`src/rtl/bounce_generator.sv`:
```
// Contact-bounce emulator: turns a clean clk-synchronous level into a noisy level
// with a pseudo-random glitch burst after every change, then settles to the clean level.
module bounce_generator #(
  parameter int unsigned BOUNCE_CYCLES = 16,
  parameter int unsigned MIN_HOLD      = 2,
  parameter logic [15:0] SEED          = 16'hACE1
) (
  input  logic       clk,
  input  logic       reset_n,
  input  logic       en,
  input  logic       clean_in,
  output logic       noisy_output,
  output logic       busy,
  output logic [7:0] toggle_count
);

  localparam logic [15:0] SEED_EFF  = (SEED == 16'h0000) ? 16'hACE1 : SEED;
  localparam logic [15:0] LFSR_TAPS = 16'hB400;
  localparam logic [15:0] WIN_INIT  = 16'(BOUNCE_CYCLES - 1);
  localparam logic [15:0] HOLD_INIT = 16'(MIN_HOLD - 1);

  typedef enum logic {
    S_IDLE   = 1'b0,
    S_BOUNCE = 1'b1
  } state_e;

  state_e      state_q, state_d;
  logic        target_q, target_d;
  logic        noisy_q, noisy_d;
  logic [7:0]  cnt_q, cnt_d;
  logic [15:0] lfsr_q, lfsr_d;
  logic [15:0] win_q, win_d;
  logic [15:0] hold_q, hold_d;
  logic        rnd;
  logic [7:0]  cnt_inc;

  // Galois LFSR free-runs every cycle so the pattern depends only on SEED and stimulus timing.
  assign rnd     = lfsr_q[0];
  assign lfsr_d  = (lfsr_q >> 1) ^ (rnd ? LFSR_TAPS : 16'h0000);
  assign cnt_inc = (cnt_q == 8'hFF) ? cnt_q : cnt_q + 8'd1;

  always_comb begin
    state_d  = state_q;
    target_d = target_q;
    noisy_d  = noisy_q;
    cnt_d    = cnt_q;
    win_d    = win_q;
    hold_d   = hold_q;

    if (!en) begin
      state_d  = S_IDLE;
      target_d = clean_in;
      noisy_d  = clean_in;
    end else if (clean_in != target_q) begin
      // Start or retarget: the first glitch is forced so the edge is always seen next cycle.
      state_d  = S_BOUNCE;
      target_d = clean_in;
      win_d    = WIN_INIT;
      hold_d   = HOLD_INIT;
      noisy_d  = ~noisy_q;
      cnt_d    = 8'd1;
    end else if (state_q == S_BOUNCE) begin
      if (win_q == 16'd0) begin
        state_d = S_IDLE;
        noisy_d = target_q;
        if (noisy_q != target_q) cnt_d = cnt_inc;
      end else begin
        win_d = win_q - 16'd1;
        if (hold_q != 16'd0) begin
          hold_d = hold_q - 16'd1;
        end else if (rnd) begin
          noisy_d = ~noisy_q;
          hold_d  = HOLD_INIT;
          cnt_d   = cnt_inc;
        end
      end
    end
  end

  always_ff @(posedge clk or negedge reset_n) begin
    if (!reset_n) begin
      state_q  <= S_IDLE;
      target_q <= 1'b0;
      noisy_q  <= 1'b0;
      cnt_q    <= 8'd0;
      lfsr_q   <= SEED_EFF;
      win_q    <= 16'd0;
      hold_q   <= 16'd0;
    end else begin
      state_q  <= state_d;
      target_q <= target_d;
      noisy_q  <= noisy_d;
      cnt_q    <= cnt_d;
      lfsr_q   <= lfsr_d;
      win_q    <= win_d;
      hold_q   <= hold_d;
    end
  end

  assign noisy_output = noisy_q;
  assign busy         = (state_q == S_BOUNCE);
  assign toggle_count = cnt_q;

endmodule

```
`config.mk`:
```
export PLATFORM = sky130hd
export DESIGN_NAME = bounce_generator
export DESIGN_NICKNAME = d
export VERILOG_FILES = /design/src/rtl/bounce_generator.sv
export SDC_FILE = /design/constraint.sdc
export NUM_CORES = 1
export LEC_CHECK = 0
export ABC_AREA = 1
export CORE_UTILIZATION = 35
export DETAILED_ROUTE_END_ITERATION = 10
export PLACE_DENSITY_LB_ADDON = 0.25
export SLEW_MARGIN = 25
export SYNTH_ARGS = -nofsm -noshare
export SYNTH_HDL_FRONTEND = slang
export SYNTH_SLANG_ARGS = --single-unit
```
`constraint.sdc`:
```
create_clock -name clk -period 1.5 [get_ports clk]
set_input_delay 0.225 -clock clk [delete_from_list [all_inputs] [get_ports clk]]
set_output_delay 0.225 -clock clk [all_outputs]
set_load 0.02 [all_outputs]
```
==> results.sh <==
export IMPL_mappedNetlistArea_sq_mm=0.00335
export IMPL_final_common_cell="nand2_1"
export IMPL_vias=3235
export IMPL_cp_max_fo=15
export IMPL_clockBufferDepth=2
export IMPL_start_kind="flop"
export IMPL_synthCells=450
export IMPL_yosys_top_cells_area="dfrtp_1, nand2_1, nand3_1, nor2_1, dfstp_2"
export IMPL_vias_per_cell=4.63
export IMPL_critPathCaptureType="flop"
export IMPL_setup_violations=30
export IMPL_cap_viol_max_count=0
export IMPL_crit_arrival_ps=1820
export IMPL_ant_nets=0
export IMPL_drtIter0Drc=127
export IMPL_drv_slew=0
export IMPL_rsz0062_at_grt="yes"
export IMPL_fin_skew_ps=10.7
export IMPL_yosysWarningCount=0
export IMPL_path_class="flop to flop"
export IMPL_yosysUniqueCellTypes=31
export IMPL_dieArea_sq_mm=0.00997
export IMPL_cts_htree_levels=3
export IMPL_synth_top_area_share_pct=38.1
export IMPL_antenna_found_initial=0
export IMPL_syn_num_nets=458
export IMPL_avgSynthCellArea_sq_um=7.45
export IMPL_num_io_pins=14
export IMPL_nets=572
export IMPL_cp_common_cell="nor2_4"
export IMPL_cp_slowest_cell="dfrtp_1"
export IMPL_cts_buffers=9
export IMPL_max_freq_mhz=634
export IMPL_clk_latency_ps=350
export IMPL_post_route_drc_count=0
export IMPL_tns_ps=-1430
export IMPL_path_clk_slew_ps=80
export IMPL_path_cells="inv_2 > ha_4 > nand2_4 > inv_4 > nand2_4 > nor2_4 > nand2_2 > nor2_4 > nor2_4 > buf_12 > nand2_2 > o21ai_2"
export IMPL_grt_pass1_vias=3225
export IMPL_firstDrtPassIters=5
export IMPL_yosysTopAreaCell="dfrtp_1"
export IMPL_cts_tree="done"
export IMPL_dpl_hpwl_um=5630
export IMPL_hp_class="primary input to flop"
export IMPL_syn2layout_area_growth_pct=49.2
export IMPL_rows=35
export IMPL_wl_per_cell_um=12.0
export IMPL_seq_area_frac_synth_pct=44.4
export IMPL_die_w_um=99.8
export IMPL_gp_congestion=0.865
export IMPL_most_common_layout_cells="nand2_1, buf_4, nor2_1"
export IMPL_ir_drop_mv=0.684
export IMPL_synth_seq_cells=59
export IMPL_crit_required_ps=1740
export IMPL_hold_viol_final=0
export IMPL_routed_wirelength_um=8400
export IMPL_worst_pin_slew_ps=343
export IMPL_instances_no_fill=698
export IMPL_antenna_cells=0
export IMPL_violations="setup timing"
export IMPL_fin_crit_sh_pct=105
export IMPL_placedCellCount=665
export IMPL_core_area_sq_mm=0.00924
export IMPL_overflow=0
export IMPL_drive_gt1_share_pct=39.7
export IMPL_power_leakage_nw=2.46
export IMPL_rr_worst_depth=12
export IMPL_clock_root_buffer="clkbuf_8"
export IMPL_min_period_ps=1580
export IMPL_clock_sinks=59
export IMPL_cpPeakStageDelay_ps=380
export IMPL_grt_usage_pct=18.5
export IMPL_slew_headroom_pct=76.9
export IMPL_grt_max_degree=60
export IMPL_min_path_cells=2
export IMPL_grt_pass1_wl_um=14500
export IMPL_initial_utilization_pct=36.3
export IMPL_dieHeight_um=99.8
export IMPL_status="finished, violations left"
export IMPL_power_density_mw_per_mm2=1610
export IMPL_worst_slack_ps=-77.4
export IMPL_port_buffers=13
-- worst max-delay path, delay by kind of cell (launching register included) --
kind | cells | cell delay, ps
compound gates | 1 | 50
fa+ha+maj | 1 | 140
buf+inv | 3 | 290
flops | 1 | 380
simple gates | 7 | 610
-- registers in the layout, summed over array words and instances, names as in the netlist --
name,flops
toggle_count,8
busy,1
noisy_output,1
target_q,1
hold_q,16
lfsr_q,16
win_q,16
-- power by group --
group	leakage [nW]	total [mW]	internal, mW	switching (mW)
sequential	0.760	2.01	1.83	0.178
clock	0.124	1.86	1.12	0.741
combinational	1.58	4.20	1.95	2.25
-- Yosys cell counts --
cell type and count:
or2_1 1, ha_1 4, nor3_1 9, inv_2 3, nand2_4 1, buf_6 2, nand2_2 6, dfrtp_1 51
buf_2 4, clkbuf_1 5, nand4_1 3, clkinv_1 1, or2_2 3, o21bai_1 2, nand2_1 123, o21ai_0 26
o21ai_2 8, a21oi_1 3, nand3b_1 5, xor2_1 9, o31ai_1 2, dfstp_2 8, nor2_2 7, inv_1 37
a21o_1 1, buf_8 1, nand3_1 51, nand3_2 1, nor2_1 68, xnor2_1 2, nor2_4 3
-- per-stage QoR --
step | power, mW | hold slack [ps] | setup slack, ps | utilization, % | area (sq um)
after floorplan | 4.11 | -70.6 | -96.7 | - | 3400
after global placement | 5.55 | 254 | -412 | 46.5 | 4300
after detailed placement | 5.63 | 258 | -472 | 46.5 | 4300
after CTS | 7.91 | 348 | -82.5 | 52.4 | 4850
after global routing | 8.69 | 218 | -183 | 54.1 | 5000
final | 8.07 | 199 | -77.4 | 54.1 | 5000
-- logic make-up after synthesis --
| kind of cell | share of synthesized area [%] |
|---|---|
| buffers and inverters | 6.87 |
| AOI/OAI and AO/OA | 7.54 |
| xor gates and xnor gates | 2.88 |
| DFF | 44.4 |
| adders and majority gates | 1.49 |
| and+or+nand+nor | 36.9 |
-- area by class of cell --
| class | instances | area [sq um] |
|---|---|---|
| fillers | 819 | 4240 |
| multi-input cells | 338 | 1960 |
| flip-flops and latches | 59 | 1490 |
| repair buffers | 114 | 965 |
| inverters | 41 | 169 |
| well taps | 129 | 161 |
| clock inverters | 7 | 125 |
| clock buffers | 9 | 124 |
| repair inverters | 1 | 11.3 |
-- path summary, 6_finish.rpt --
check / start / end / slack (ps)
max in group asynchronous: reset_n / lfsr_q[15]$_DFF_PN1_ / 780
hold / removal: clean_in / target_q$_DFFE_PN0P_ / 200
setup / recovery: hold_q[0]$_DFFE_PN0P_ / hold_q[5]$_DFFE_PN0P_ / -80
hold reg to reg: lfsr_q[1]$_DFF_PN0_ / lfsr_q[0]$_DFF_PN1_ / 350
setup reg to reg: hold_q[0]$_DFFE_PN0P_ / hold_q[5]$_DFFE_PN0P_ / -80
min in group asynchronous: reset_n / toggle_count[3]$_DFFE_PN0P_ / 390
-- per-layer routing --
layer	global-route usage, %	part of all wire, %	vias to the layer above
li1	-	-	1664
met1	23.0	47	1520
met2	31.8	49	38
met3	3.34	2.1	13
met4	7.69	1.8	0
met5	0	0	-
-- repair_timing --
| action | 4_1_cts | 5_1_grt |
|---|---|---|
| gates cloned | 0 | 1 |
| pin swaps | 13 | 3 |
| hold endpoints to repair | 51 | 0 |
| hold buffers | 1 | 0 |
| endpoints found under the setup margin | 52 | 42 |
| resized for setup | 74 | 35 |
| setup buffers | 12 | 4 |
No activity file was read; power rests on OpenSTA's default activity.
